### config.mk
export PLATFORM = sky130hd
export DESIGN_NAME = homomorphic_multiply
export DESIGN_NICKNAME = d
export VERILOG_FILES = /design/src/rtl/homomorphic_multiply.sv
export SDC_FILE = /design/constraint.sdc
export NUM_CORES = 1
export LEC_CHECK = 0
export ABC_AREA = 1
export CAP_MARGIN = 20
export CORE_ASPECT_RATIO = 1.5
export CORE_MARGIN = 10
export CORE_UTILIZATION = 39
export CTS_CLUSTER_SIZE = 16
export DETAILED_ROUTE_END_ITERATION = 8
export GPL_TIMING_DRIVEN = 0
export PLACE_DENSITY = 0.55
export SLEW_MARGIN = 20
export SYNTH_ARGS = -nofsm -noshare
export SYNTH_HDL_FRONTEND = slang
export SYNTH_SLANG_ARGS = --single-unit
export TNS_END_PERCENT = 20
### constraint.sdc
create_clock -name clk -period 16.6 [get_ports clk]
set_clock_uncertainty 0.15 [all_clocks]
set_input_delay 1.66 -clock clk [delete_from_list [all_inputs] [get_ports clk]]
set_output_delay 1.66 -clock clk [all_outputs]
set_load 0.02 [all_outputs]
### src/rtl/homomorphic_multiply.sv
// homomorphic_multiply
//   Coefficient-streaming ciphertext polynomial multiplier (LWE/BFV datapath).
//   Ciphertext A (DIMENSION+1 coefficients) is buffered first. Ciphertext B then
//   streams in one coefficient per cycle, and all DIMENSION+1 multiply-accumulates
//   for that coefficient happen in the same cycle. The 2*DIMENSION+1 product
//   coefficients (no negacyclic wrap) are reduced mod q. c[0..D] appear during
//   streaming; c[D+1..2D] are read out afterwards.
//
// Ports
//   clk               rising-edge clock
//   rst_n             synchronous reset, ACTIVE-HIGH (legacy name)
//   ciphertext_entry  signed coefficient in, CIPHERTEXT_WIDTH bits
//   row               coefficient index 0..2*DIMENSION
//   ciphertext_select 0 = load A / read out, 1 = stream B
//   en                cycle qualifier; 0 holds all state
//   result_partial    registered product coefficient (non-negative residue)
//
// Optional feature macro: HOMOMORPHIC_MULTIPLY_SCALE_EN
//   When defined, every value driven onto result_partial is rescaled to the
//   plaintext domain as round(c*t/q) mod t, rounding half up. The accumulators
//   stay unscaled.
module homomorphic_multiply #(
  parameter int PLAINTEXT_MODULUS  = 64,
  parameter int PLAINTEXT_WIDTH    = 6,
  parameter int CIPHERTEXT_MODULUS = 1024,
  parameter int CIPHERTEXT_WIDTH   = 21,
  parameter int DIMENSION          = 3,
  parameter int BIG_N              = 30
) (
  input  logic                        clk,
  input  logic                        rst_n,
  input  logic [CIPHERTEXT_WIDTH-1:0] ciphertext_entry,
  input  logic [DIMENSION:0]          row,
  input  logic                        ciphertext_select,
  input  logic                        en,
  output logic [CIPHERTEXT_WIDTH-1:0] result_partial
);

  localparam int W  = CIPHERTEXT_WIDTH;
  localparam int D  = DIMENSION;
  // Signed working width: one bit above a full 2W-bit product, so sums of an
  // unsigned residue and a product can never look negative.
  localparam int PW = 2*W + 1;

  typedef logic signed [PW-1:0] wide_t;

  localparam wide_t Q_W    = wide_t'(CIPHERTEXT_MODULUS);
  localparam bit    Q_POW2 = ((CIPHERTEXT_MODULUS & (CIPHERTEXT_MODULUS - 1)) == 0);

  // Reduce to [0, q-1]. A power-of-two q is a plain mask, which is also correct
  // for negative two's-complement values. Any other q uses a true modulo with a
  // fix-up, because % keeps the sign of the dividend.
  function automatic logic [W-1:0] mod_q(input wide_t v);
    wide_t r;
    if (Q_POW2) begin
      r = v & (Q_W - wide_t'(1));
    end else begin
      r = v % Q_W;
      if (r < 0) r = r + Q_W;
    end
    return W'(r);
  endfunction

  function automatic wide_t widen(input logic [W-1:0] u);
    return wide_t'({{(PW-W){1'b0}}, u});
  endfunction

`ifdef HOMOMORPHIC_MULTIPLY_SCALE_EN
  function automatic logic [W-1:0] scale(input logic [W-1:0] c);
    wide_t s;
    s = (widen(c) * wide_t'(PLAINTEXT_MODULUS) + (Q_W >>> 1)) / Q_W;
    s = s % wide_t'(PLAINTEXT_MODULUS);
    return W'(s);
  endfunction
`endif

  // These parameters belong to the surrounding scheme and do not affect this block.
  logic unused_cfg;
  assign unused_cfg = ^{32'(BIG_N), 32'(PLAINTEXT_WIDTH), 32'(PLAINTEXT_MODULUS)};

  logic [W-1:0] a_buf_reg  [0:D];
  logic [W-1:0] a_buf_next [0:D];
  logic [W-1:0] acc_reg    [0:2*D];
  logic [W-1:0] acc_next   [0:2*D];
  logic [W-1:0] result_reg;
  logic [W-1:0] result_next;
  logic [W-1:0] x;
  wide_t        prod [0:D];
  int           row_idx;
  logic [W-1:0] raw;
  logic         drive;

  // Sign-extend the input coefficient, then fold it into [0, q-1].
  assign x = mod_q(wide_t'({{(PW-W){ciphertext_entry[W-1]}}, ciphertext_entry}));

  // One full-width multiplier per A coefficient, so every MAC completes in a single cycle.
  generate
    for (genvar gi = 0; gi <= D; gi++) begin : g_mul
      assign prod[gi] = widen(a_buf_reg[gi]) * widen(x);
    end
  endgenerate

  always_comb begin
    a_buf_next  = a_buf_reg;
    acc_next    = acc_reg;
    result_next = result_reg;
    raw         = '0;
    drive       = 1'b0;
    row_idx     = int'(row);
    if (en) begin
      if (!ciphertext_select) begin
        if (row_idx <= D) begin
          a_buf_next[row_idx] = x;
          // Loading A[0] marks the start of a new product.
          if (row_idx == 0) begin
            for (int k = 0; k <= 2*D; k++) acc_next[k] = '0;
          end
        end else if (row_idx <= 2*D) begin
          raw   = acc_reg[row_idx];
          drive = 1'b1;
        end else begin
          raw   = '0;
          drive = 1'b1;
        end
      end else if (row_idx <= D) begin
        for (int j = 0; j <= D; j++) begin
          acc_next[row_idx + j] = mod_q(widen(acc_reg[row_idx + j]) + prod[j]);
        end
        // c[row] receives its last contribution now, so it is final.
        raw   = acc_next[row_idx];
        drive = 1'b1;
      end
    end
    if (drive) begin
`ifdef HOMOMORPHIC_MULTIPLY_SCALE_EN
      result_next = scale(raw);
`else
      result_next = raw;
`endif
    end
  end

  generate
    for (genvar gi = 0; gi <= D; gi++) begin : g_a_buf
      always_ff @(posedge clk) begin
        if (rst_n) a_buf_reg[gi] <= '0;
        else       a_buf_reg[gi] <= a_buf_next[gi];
      end
    end
    for (genvar gi = 0; gi <= 2*D; gi++) begin : g_acc
      always_ff @(posedge clk) begin
        if (rst_n) acc_reg[gi] <= '0;
        else       acc_reg[gi] <= acc_next[gi];
      end
    end
  endgenerate

  always_ff @(posedge clk) begin
    if (rst_n) result_reg <= '0;
    else       result_reg <= result_next;
  end

  assign result_partial = result_reg;

endmodule

# Word level (Yosys, flattened, before mapping)
# Cells that the tools add are included.
[word_totals]
reg_bits = 252
out_inout_bits = 21
[op_classes]
n_addsub = 7
n_mul = 4
magnitude_cmp = 11
mux = 55
bitwise_logic = 5
reduce_logical = 9
[op_table]
columns = ["cell", "n"]
rows = [
  ["$bwmux W147", 4],
  ["$mux W147", 4],
  ["$mux W21", 26],
  ["$bmux W21 S3", 5],
  ["$demux W21 S3", 4],
  ["$ge A32 B4 Y1 const B", 4],
  ["$lt A32 B1 Y1 const B", 4],
  ["$not A5 Y32", 3],
  ["$bwmux W84", 1],
  ["$mul A21 B10 Y10", 4],
  ["$mux W10", 6],
  ["$demux W21 S2", 1],
  ["$add A10 B10 Y10", 4],
  ["$ge A32 B3 Y1 const B", 1],
  ["$not A4 Y32", 1],
  ["$add A4 B2 Y5 const B", 2],
  ["$reduce_and A3 Y1", 2],
  ["$add A4 B1 Y5 const B", 1],
  ["$logic_and A1 B1 Y1", 5],
  ["$le A4 B2 Y1 const B", 1],
  ["$le A4 B3 Y1 const B", 1],
  ["$logic_not A4 Y1", 1],
  ["$mux W1", 4],
  ["$reduce_bool A2 Y1", 1],
  ["$not A1 Y1", 1],
]

# Logic depth before layout (Yosys ltp)
# Gate-level depths: netlist (run 1).
[depth]
word_depth = 18
mapped_depth = 36
ltp_nobuf = 32

# Worst setup path before layout (run 1)
# OpenSTA, ideal clock, no wires.
[synth_path]
kind = "input to register"
start = "input port row[0]"
end = "register result_reg[8] (netlist: result_partial[8])"
arrival_ns = 6.807
t_required_ns = 16.331
path_slack_ns = 9.524
path_stages = 32
path_buffers = 4
path_cell_list = "inv_2 > buf_6 > buf_2 > clkbuf_1 > buf_2 > ha_1 > inv_4 > nor2_1 > inv_2 > a2bb2oi_1 > o221ai_1 > inv_1 > fa_1 > inv_1 > fa_1 > fa_1 > inv_1 > ha_1 > inv_1 > nor2_1 > nor2_1 > inv_1 > a21oi_1 > o21ai_0 > xnor2_1 > nand2_1 > nand2_1 > nand2_1 > nand3_1 > nand2_1 > nand2_1 > a21oi_1"
[synth_between]
elab_chain_len = 18
[synth_lines]
columns = ["item", "line_no", "text"]
rows = [
  ["start, declared", "33", "input logic [DIMENSION:0] row,"],
  ["$add A4 B1 Y5 or $not A4 Y32 (tied branches)", "127, 119, 130", ""],
  ["$not A5 Y32 (implied by the code) or $bmux W21 S3 (tied branches)", "127, 119", ""],
  ["$bmux W21 S3 or $mux W21 (tied branches)", "127", "acc_next[row_idx + j] = mod_q(widen(acc_reg[row_idx + j]) + prod[j]);"],
  ["$mux W10 (implied by the code) or $mux W21 (tied branches)", "127", ""],
  ["$mux W10 (implied by the code) or $add A10 B10 Y10 (tied branches)", "127", ""],
  ["$add A10 B10 Y10 or $mux W21 (tied branches)", "127, 125", ""],
  ["$mux W21 (on tied branches)", "125, 111", ""],
  ["$mux W21 (on tied branches)", "111, 110", ""],
  ["$mux W21 or $bwmux W147 (tied branches)", "110, 127", ""],
  ["$bwmux W147 (3 in series)", "127", ""],
  ["$bmux W21 S3", "130", "raw = acc_next[row_idx];"],
  ["$mux W21 (implied by the code) (2 in series)", "130", ""],
  ["$mux W21", "125", "end else if (row_idx <= D) begin"],
  ["$mux W21", "111", "if (!ciphertext_select) begin"],
  ["$mux W21", "110", "if (en) begin"],
  ["end signal, assigned", "160", "else result_reg <= result_next;"],
  ["end, declared", "85", "logic [W-1:0] result_reg;"],
]
# Parallel ways exist; a longest one is shown, timed or not. The select of a mux whose other input is x is not followed.
# A chain may end at the register's enable or synchronous reset.

# Worst setup path after layout (run 1)
[layout_path]
start = "input port row[1]"
end = "register result_reg[9] (netlist: result_partial[9])"
# Same word-level chain as after synthesis.

==> impl_metrics.ini, run 1 <==
[worst_setup_path]
startpoint_type = input pin
slowest_stage = nand2_1
crit_type = input pin to flop
crit_buf_inv = 10
cp_max_fo = 14
critPathCaptureType = flop
regToRegEndpoint = result_partial[7]
reg2reg_depth = 27
path_delay_family = buffers and inverters
cpPeakStageDelay_ps = 740
cp.required_ps = 16920
rr_startpoint = a_buf_reg[42]
worstPathArrival_ps = 10420
rrSetupSlack_ps = 9790

[floorplan]
die_h_um = 305.3
die_w_um = 210.2
ios = 50
fp-row-count = 104
coreArea_um2 = 53740
initial_core_util_pct = 39.38
dieArea_um2 = 64180

[route]
vias_per_cell = 5.802
drt_iter0_markers = 2168
drc = 0
postRouteWirelength_um = 114000
wl_per_cell_um = 28.10
firstDrtPassIters = 7
drtAntennaViolNets = 0
vias = 23543

[logic_synthesis]
ys_seq_area_share_pct = 19.67
synth_compound_area_share_pct = 20.67
syn_area_um2 = 21160
synth_top_family_by_area = simple AND/OR/NAND/NOR gates
synthMuxAreaShare_pct = 0.09459
yosysWarnings = 0
synth_largest_area_cell = dfxtp_1
synth_area_leaders = dfxtp_1 20%, nand2_1 15%, fa_1 11%, inv_1 8.7%, a21oi_1 8.4%
synth_top_area_share_pct = 19.67
synth_cell_types = 61
yosys.area_share.adder_pct = 18.56
synth-xor-area-share_pct = 1.856
synth-edff-count = 0
avgSynthCellArea_um2 = 6.450
ys.flop_type = dfxtp_1
ys_ff_latch = 208
synth_cells = 3281
synth_simple_gate_area_share_pct = 25.62
synthArstFlopShare_pct = 0
syn_nets = 3552

[cts]
h-tree-depth = 1
clkSinkCount = 208
cts_setup_buffers = 0
cts_buffers = 24
ctsHoldBuffers = 0
cts_buffer_depth = 3
cts_tree = done
cts_resized = 0
clk_latency_ps = 590
clock-root-buffer = clkbuf_16
clk_transition_reported_paths_ps = 60

[timing]
fin_crit_ps = 10100
rsz0062_at_grt = no
maxSlewViolCount = 0
tns_ps = 0
fin_crit_sh_pct = 60.86
finalSetupViolCount = 0
hold_ws_ps = 288.3
max_freq_mhz = 98.98
hold_viol = 0
slew_headroom_pct = 22.53
worst_pin_slew_ps = 1150

[finish]
final_common_cell = nand2_1
nets = 3621
syn_to_final_growth_pct = 10.63
drive_gt1_share_pct = 6.623
largest_reg_flops = 147
final_cell_mix = 851 x nand2_1, 489 x inv_1, 357 x a21oi_1

[power_and_ir_drop]
clkPwrFrac_pct = 37.1
p_sw_share_pct = 38.91
p_int_mw = 0.9439
comb_power_share_pct = 29.8
pwr-share-seq_pct = 33.1
ir_worst_vdd_mv = 0.08502
powerDensity_nw_per_um2 = 65.99
p_switching_mw = 0.6012
power.leakage_nw = 10.54

[global_routing]
gr-usage-all-layers_pct = 34.49
grt_pass1_vias = 22561
antenna_found_initial = 2
grt_max_degree = 15
grt_pass1_wl_um = 160200
grt.overflow.total = 0

[min_path]
holdPathStages = 2
hp-class = flop to flop
hold_end = acc_reg[37]
hp-start = acc_reg[37]

[run_status]
run_status = complete, no violations

[placed_design]
buffer_ports.inserted = 31
dp_hpwl_um = 91090
place_congestion = 1.074

[job]
drv_cap = 0
-- tightest hold or removal path, delay by kind of cell, from the launching register on --
family	cells	cell delay [ps]
DFF	1	300
and+or+nand+nor	2	100
-- area by class of cell --
cell class                      count  area, um2
Clock inverter                     11      127.6
Clock buffer                       32      700.7
Antenna cell                        2      5.005
Timing Repair Buffer               43      449.2
Buffer                            203      912.1
Multi-Input combinational cell   2352      14240
Sequential cell                   208       4164
Inverter                          518       1949
Tap cell                          689      862.1
Fill cell                        5807      30330
-- how the worst max path moves through the flow --
stage / slack (ps) / start / endpoint / cells after the start
2_1_floorplan: 9520 / row[0] / result_partial[8] / 32
6_report: 6500 / row[1] / result_partial[9] / 30
5_1_grt: 6170 / row[1] / result_partial[9] / 32
3_5_place_dp: 6150 / row[1] / result_partial[9] / 32
3_3_place_gp: 5530 / row[1] / result_partial[8] / 34
4_1_cts: 6730 / row[1] / result_partial[9] / 32
-- power by group through the flow --
| stage | Combinational (mW) | Clock, mW | Sequential, mW |
|---|---|---|---|
| 3_5_place_dp | 0.439 | 0 | 0.523 |
| 5_1_grt | 0.476 | 0.594 | 0.512 |
| 6_report | 0.460 | 0.573 | 0.512 |
| 4_1_cts | 0.442 | 0.576 | 0.511 |
| 2_1_floorplan | 0.221 | 0 | 0.525 |
| 3_3_place_gp | 0.420 | 0 | 0.522 |
-- kinds of logic (layout without fill, tap and decap cells) --
group | Yosys count | in the layout
AOI/OAI and AO/OA | 791 | 791
xor gates and xnor gates | 44 | 44
muxes | 2 | 2
and+or+nand+nor | 1273 | 1273
DFF | 208 | 208
adders and majority gates | 242 | 242
other | 0 | 2
buffers and inverters | 721 | 807
-- per-stage QoR --
step | total power [mW] | instance area, um2 | utilization (%) | instances | setup WS, ps
finish | 1.545 | 23410 | 43.57 | 4058 | 6497
global route | 1.582 | 23410 | 43.56 | 4056 | 6173
CTS | 1.530 | 23410 | 43.56 | 4056 | 6732
detailed placement | 0.9612 | 22580 | 42.02 | 4013 | 6155
global placement | 0.9428 | 22340 | 41.56 | 4001 | 5535
floorplan | 0.7453 | 21160 | - | 3281 | 9524
-- cell usage after synthesis (5+ instances only) --
library cell,n
nand2_1,851
inv_1,489
a21oi_1,357
o21ai_0,251
dfxtp_1,208
nand3_1,168
ha_1,122
nor2_1,121
fa_1,120
clkbuf_1,112
buf_2,55
o211ai_1,54
nand4_1,46
o21ai_1,33
a31oi_1,26
inv_2,26
xor2_1,26
nor3_1,25
o221ai_1,19
buf_1,17
xnor2_1,17
buf_4,13
o22ai_1,13
nor2_2,12
nor2_4,12
nand2_2,11
or2_1,8
nand3_2,7
o2111ai_1,6
o311ai_1,5
-- routing by layer --
| metal | vias to the layer above | part of all wire [%] | track usage [%] |
|---|---|---|---|
| met5 | - | 0 | 0 |
| met4 | 0 | 12 | 33.42 |
| met3 | 451 | 7.3 | 5.655 |
| met2 | 1183 | 48 | 59.03 |
| met1 | 11166 | 33 | 34.89 |
| li1 | 10743 | - | - |
Power figures use the tool's default switching activity.
==> inputs of run 2 (changes only) <==
- PLACE_DENSITY: 0.55 -> 0.57
- clock period: 16.6 -> 8.2 ns (I/O delays scaled with it)
==> run 2 against run 1 <==
  * Non-clock buffer count down 7
  * Final area about the same
  * Sequential share of layout area about the same
==> impl_metrics.ini, run 2 (same netlist as run 1, synthesis figures left out) <==
[worst_setup_path]
cp_max_fo = 10
reg2reg_depth = 26
cp.required_ps = 8560
crit_start = row[0]
cpPeakStageDelay_ps = 750
critPathCaptureType = flop
crit_buf_inv = 9
path_delay_family = buffers and inverters
regToRegEndpoint = result_partial[7]
crit_chain = clkdlybuf4s50_1, buf_6, buf_2, buf_2, buf_2, buf_2, nand2_1, o2111ai_1, ha_1, ha_1, inv_1, fa_1, inv_1, fa_1, xor2_2, inv_1, o21ai_1, o211ai_1, o221ai_1, nand2_1, a21oi_1
cp_common_cell = buf_2
startpoint_type = input pin
rrSetupSlack_ps = 1600
worstPathArrival_ps = 8500
slowest_stage = clkdlybuf4s50_1
rr_startpoint = a_buf_reg[42]
crit_type = input pin to flop

[finish]
drive_gt1_share_pct = 6.877
largest_reg_flops = 147
final_cell_mix = 850 x nand2_1, 488 x inv_1, 357 x a21oi_1
syn_to_final_growth_pct = 10.73
final_common_cell = nand2_1
fin_cells = 4049
fin_util_pct = 43.61
nets = 3614

[route]
vias_per_cell = 5.684
postRouteWirelength_um = 112600
vias = 23016
drt_iter0_markers = 1949
drc = 0
drtAntennaViolNets = 0
firstDrtPassIters = 8
wl_per_cell_um = 27.80

[power_and_ir_drop]
powerDensity_nw_per_um2 = 135.4
comb_power_share_pct = 29.1
pwr-share-seq_pct = 32.6
power.leakage_nw = 10.56
p_int_mw = 1.931
p_switching_mw = 1.242
ir_worst_vdd_mv = 0.1646
clkPwrFrac_pct = 38.3
p_sw_share_pct = 39.13

[timing]
fin_crit_ps = 8140
fin_crit_sh_pct = 99.26
finalSetupViolCount = 0
max_freq_mhz = 122.9
hold_viol = 0
worst_pin_slew_ps = 1222
slew_headroom_pct = 17.67
maxSlewViolCount = 0
rsz0062_at_grt = no

[cts]
clock-root-buffer = clkbuf_16
cts_buffers = 24
cts_buffer_depth = 3
cts_tree = done
clkSinkCount = 208
clk_latency_ps = 600
h-tree-depth = 1
ctsHoldBuffers = 0
cts_setup_buffers = 0
clk_transition_reported_paths_ps = 60

[floorplan]
dieArea_um2 = 64180
die_w_um = 210.2
initial_core_util_pct = 39.38
coreArea_um2 = 53740
ios = 50
fp-row-count = 104
die_h_um = 305.3

[run_status]
run_status = complete, no violations

[placed_design]
buffer_ports.inserted = 31
place_congestion = 1.084
dp_hpwl_um = 87600
place_inst = 4007

[min_path]
hp-start = acc_reg[37]
holdPathStages = 2
hold_end = acc_reg[37]
hp-class = flop to flop

[global_routing]
grt.overflow.total = 0
grt_pass1_wl_um = 158400
grt_max_degree = 20
antenna_found_initial = 2
gr-usage-all-layers_pct = 34.26
grt_pass1_vias = 22071

[job]
drv_cap = 0
run 2: cell count changes in the layout (fill, tap and decap cells not counted), moves of 4 or more:
| cell | before | now |
|---|---|---|
| buf_4 | 13 | 17 |
| buf_6 | 15 | 10 |
| clkbuf_1 | 113 | 106 |
| clkbuf_2 | 2 | 11 |
| clkbuf_8 | 7 | 1 |
| o21ai_0 | 251 | 240 |
| o21ai_1 | 33 | 43 |
| xor2_4 | 0 | 4 |
run 2: worst max-delay path by stage:
| stage | end | slack (ps) | cells past startpoint |
|---|---|---|---|
| 6_report | result_partial[4] | 60 | 21 |
| 5_1_grt | result_partial[8] | 40 | 32 |
| 4_1_cts | result_partial[8] | 70 | 25 |
| 3_5_place_dp | result_partial[8] | -2230 | 30 |
| 3_3_place_gp | result_partial[7] | -2260 | 24 |
| 2_1_floorplan | result_partial[8] | 1960 | 32 |
run 2: power groups by stage:
stage	sequential, mW	clock [mW]	combinational [mW]
final	1.04	1.22	0.922
after global routing	1.04	1.24	0.958
after CTS	1.03	1.21	0.869
after detailed placement	1.06	0	0.858
after global placement	1.06	0	0.845
after floorplan	1.06	0	0.447
run 2: worst min-delay path, cell delays in order, from the launching register on:
cell and delay, ps:
dfxtp_1 310, nand2_1 60, nor2_1 40
run 2: area by class of cell:
cell class,instances,area (um2)
antenna,1,2.502
buffer,198,907.1
clock buffer,30,654.4
clock inverter,12,170.2
fill,5783,30310
inverter,518,1953
multi-input combinational,2352,14310
sequential,208,4164
tap,689,862.1
timing repair buffer,41,410.4
run 2: timing repair:
item	4_1_cts	5_1_grt
resized for setup	11	21
setup endpoints to repair	54	14
hold endpoints to repair	0	0
run 2: layer usage:
metal | track usage, % | routed length [um]
met5 | 0 | 0
met3 | 7.406 | 8352
met2 | 56.68 | 52130
met1 | 34.96 | 38310
met4 | 33.83 | 13770
run 2: per-stage QoR:
step                      hold slack (ps)  cell area, um2  power, mW  setup WS [ps]  setup TNS (ps)
final                               289.6           23440      3.173          60.33               0
after global routing                301.8           23430      3.233          36.93               0
after CTS                           289.0           23370      3.115          70.63               0
after detailed placement            279.3           22490      1.915          -2225          -66740
after global placement              277.7           22340      1.903          -2257          -77310
after floorplan                     268.5           21160      1.509           1964               0
